File: src/rtl/switch_conditioner.sv
// Slide-switch input conditioner: two-flop synchroniser, per-bit debounce,
// handshake-bit edge pulses and a latched data word with valid/ack.
module switch_conditioner #(
  parameter int W               = 10,
  parameter int DEBOUNCE_CYCLES = 4,
  parameter int HS_BIT          = 8,
  parameter int D_SIZE          = 8
) (
  input  logic              clk,
  input  logic              nRst,
  input  logic [W-1:0]      switchesRaw,
  output logic [W-1:0]      switchesOut,
  output logic              hsRise,
  output logic              hsFall,
  output logic [D_SIZE-1:0] dataOut,
  output logic              dataValid,
  input  logic              dataAck
);

  localparam int CW = $clog2(DEBOUNCE_CYCLES + 1);
  localparam logic [CW-1:0] CNT_LAST = CW'(DEBOUNCE_CYCLES - 1);

  logic [W-1:0]  sync1;
  logic [W-1:0]  sync2;
  logic [W-1:0]  stable_next;
  logic [CW-1:0] cnt      [W];
  logic [CW-1:0] cnt_next [W];
  logic          hs_rise_next;
  logic          hs_fall_next;

  // The next stable vector is formed combinationally so the data latch can
  // capture bits that settle on the same edge as the handshake bit.
  always_comb begin
    stable_next = switchesOut;
    for (int unsigned i = 0; i < W; i++) begin
      cnt_next[i] = '0;
      if (sync2[i] != switchesOut[i]) begin
        if (cnt[i] == CNT_LAST) begin
          stable_next[i] = sync2[i];
        end else begin
          cnt_next[i] = cnt[i] + 1'b1;
        end
      end
    end
    hs_rise_next = stable_next[HS_BIT] & ~switchesOut[HS_BIT];
    hs_fall_next = ~stable_next[HS_BIT] & switchesOut[HS_BIT];
  end

  always_ff @(posedge clk or negedge nRst) begin
    if (!nRst) begin
      sync1       <= '0;
      sync2       <= '0;
      switchesOut <= '0;
      hsRise      <= 1'b0;
      hsFall      <= 1'b0;
      dataOut     <= '0;
      dataValid   <= 1'b0;
      for (int unsigned i = 0; i < W; i++) begin
        cnt[i] <= '0;
      end
    end else begin
      sync1       <= switchesRaw;
      sync2       <= sync1;
      switchesOut <= stable_next;
      hsRise      <= hs_rise_next;
      hsFall      <= hs_fall_next;
      for (int unsigned i = 0; i < W; i++) begin
        cnt[i] <= cnt_next[i];
      end
      // A new rise takes priority over a same-cycle acknowledge.
      if (hs_rise_next) begin
        dataOut   <= stable_next[D_SIZE-1:0];
        dataValid <= 1'b1;
      end else if (hs_fall_next) begin
        dataValid <= 1'b0;
      end else if (dataAck && dataValid) begin
        dataValid <= 1'b0;
      end
    end
  end

endmodule

File: config.mk
export PLATFORM = sky130hd
export DESIGN_NAME = switch_conditioner
export DESIGN_NICKNAME = d
export VERILOG_FILES = /design/src/rtl/switch_conditioner.sv
export SDC_FILE = /design/constraint.sdc
export NUM_CORES = 1
export LEC_CHECK = 0
export BUFFER_PORTS_ARGS = -buffer_cell sky130_fd_sc_hd__clkbuf_2
export CORE_UTILIZATION = 54
export CTS_BUF_LIST = sky130_fd_sc_hd__clkbuf_8
export CTS_CLUSTER_SIZE = 12
export DETAILED_ROUTE_END_ITERATION = 16
export GPL_TIMING_DRIVEN = 1
export PLACE_DENSITY = 0.82
export SKIP_CTS_REPAIR_TIMING = 1
export SLEW_MARGIN = 20
export SYNTH_ARGS = -nofsm -noshare
export SYNTH_HDL_FRONTEND = slang
export SYNTH_SLANG_ARGS = --single-unit
File: constraint.sdc
create_clock -name clk -period 1.65 [get_ports clk]
set_clock_uncertainty 0.1 [all_clocks]
set_input_delay 0.165 -clock clk [delete_from_list [all_inputs] [get_ports clk]]
set_output_delay 0.165 -clock clk [all_outputs]
set_load 0.005 [all_outputs]
==> reports/results.txt <==
DR WL/cell: 13.6 µm
cell area after synthesis: 2760 µm²
initial antenna violation count: 0
Placeable Area: 4820 µm²
fraction of layout cells with a size suffix above 1: 34.3%
critical path cell sequence: ha_2 -> nor2b_4 -> mux2_4 -> ha_4 -> buf_12 -> nand4b_1 -> o211ai_2
CP Capture Type: flop
VDD IR-drop max: 0.000851 V
area share of the largest cell type after synthesis: 64.3%
average instance area after synthesis: 15.2 µm²
PwrDens: 1670 nW/µm²
most numerous cell in the Yosys netlist: dfrtp_1
Clock Tree Root: clkbuf_8
violated checks: setup timing
Post-synth top cells: dfrtp_1, nor3b_1, ha_1, mux2_2
vias in the first global route: 1555
Worst Hold Class: flop to flop
Yosys cell types: 15
largest net degree at the start of global routing: 72
I/O pin total: 34
Max-slew headroom: 75.9%
die area: 5410 µm²
clock net sink count: 71
ys async rst share: 100%
Total Neg Setup Slack: -0.766 ns
Antenna diodes: 0
Max-Cap Viols: 0
WL final: 4300 µm
crit path to: dataOut[1]
global-route wire length before repair: 6970 µm
Synth Instances: 182
slowest stage cell, crit path: dfrtp_1
Final Hold Fails: 0
ranking of synthesized cells by area: dfrtp_1, nor3b_1, ha_1, nor2b_4, mux2_2
Reg-to-Reg Start: cnt[3]
Synth Register Bits: 71
sequential share of the synthesized area: 64.3%
WS Path Type: flop to flop
CP Launch Point: cnt[3]
DRT Pass-1 Iters: 4
Worst-Skew Late Latency: 0.34 ns
CP Data Arrival Time: 1.87 ns
violation count after the first detailed-route iteration: 97
Slew @ Worst Pin: 0.361 ns
die width: 73.5 µm
die height: 73.5 µm
Achievable Freq: 573 MHz
number of vias per cell: 5.17
reg2reg end: dataOut[1]
syn_nets: 206
smallest setup slack after layout: -0.0953 ns
post-synth top area cell: dfrtp_1
total gr overflow: 0
Synth warnings: 0
Final Wtd Congestion: 0.724
P_leak: 1.59 nW
port bufs: 33
EDFF count, synth: 0
Final HPWL DP: 2690 µm
PnR Total Power: 5.70 mW
Initial Util: 57.4%
fin crit share: 106%
Final ANT Viol Nets: 0
FP Rows: 25
Startpoint Class: flop
unrepaired setup endpoints after global routing: yes
Final Net Count: 267
post-layout minimum cycle time: 1.75 ns
final max-slew violation count: 0
Layout area overhead: 23.8%
setup violators final: 9
Via Count: 1629
CTS tree: yes
clk slew on worst S/H paths: 0.07 ns
CP required: 1.77 ns
Largest stage delay, worst path: 0.39 ns
Clock Tree Buf Depth: 2
status: finished with violations
DRC: 0
R2R Setup Slk: -0.1 ns
CTS Buf Count: 9
largest fanout on the critical path: 13
CTS H-tree depth: 3
FF-to-FF path depth: 7
Tot GR Track Use: 18.1%
Top FF cell, synth: dfrtp_1
[cells in the final DEF (no fill, tap or decap), types with 2 or more instances in the layout]
master         netlist  final
inv_1                2      4
o211ai_2             8      8
clkbuf_2             0     32
mux2_2              11     10
dlygate4sd3_1        0     12
nor3b_1             19     19
nand2_1              8      8
nor3_1              10     10
buf_4                0      4
ha_1                11      9
clkbuf_8             0     12
buf_12               0      2
nand4b_1             8      8
dfrtp_1             71     71
nor2b_4             10     10
nor2b_1              3      3
xnor2_1             10     10
nand2b_1             8      8
[layer usage]
layer	track usage (%)	wire, µm
met1	22.2	1920
met5	0	0
met2	27.1	2060
met3	6.86	186
met4	10.9	135
[layout make-up]
class / instances / area [µm²]
Fill cell: 360 / 1400
Sequential cell: 71 / 1780
Multi-Input combinational cell: 107 / 976
Clock buffer: 12 / 165
Tap cell: 67 / 83.8
Timing Repair Buffer: 52 / 367
Clock inverter: 4 / 45.0
Inverter: 2 / 7.51
[critical path, delay by kind of cell (launching register included)]
| kind | cells | cell delay (ns) |
|---|---|---|
| compound gates | 1 | 0.09 |
| mux | 1 | 0.31 |
| flops | 1 | 0.39 |
| fa+ha+maj | 2 | 0.36 |
| buf+inv | 1 | 0.14 |
| simple gates | 2 | 0.24 |
[sequential cells by signal, summed over array words and instances (netlist names)]
signal       cells
cnt             30
switchesOut     10
sync1           10
sync2           10
dataOut          8
dataValid        1
hsFall           1
hsRise           1
[stage by stage]
step	worst slack [ns]	hold WS, ns	area [µm²]	utilization [%]	instances
floorplan	-0.0421	-0.231	2780	-	182
global placement	-0.0140	0.116	3040	63.2	283
detailed placement	-0.0458	0.118	3040	63.2	283
CTS	-0.0609	-0.257	3250	67.6	299
global route	-0.163	0.258	3420	71.0	315
finish	-0.0953	0.249	3420	71.0	315
[logic make-up after synthesis]
| logic type | count (synthesis) | synth area share [%] |
|---|---|---|
| flops | 71 | 64.3 |
| simple gates | 66 | 18.1 |
| mux | 11 | 4.48 |
| fa+ha+maj | 11 | 4.98 |
| xor+xnor | 10 | 3.17 |
| compound gates | 9 | 3.94 |
| buf+inv | 4 | 1.09 |
[power breakdown]
part | internal (mW) | switching [mW] | leakage, nW | total, mW
sequential | 2.20 | 0.310 | 0.891 | 2.51
combinational | 1.00 | 0.766 | 0.590 | 1.77
clock | 0.811 | 0.606 | 0.111 | 1.42
[worst min-delay path by stage]
stage              from  endpoint  slack (ns)  cells after the start
2_1_floorplan      nRst    cnt[0]       -0.23                      0
6_report       sync1[0]  sync2[0]        0.25                      0
3_5_place_dp       nRst   cnt[22]        0.12                      2
4_1_cts            nRst  sync2[1]       -0.26                      2
5_1_grt        sync1[3]  sync2[3]        0.26                      0
3_3_place_gp       nRst   cnt[21]        0.12                      2
(Power assumes the default switching activity.)
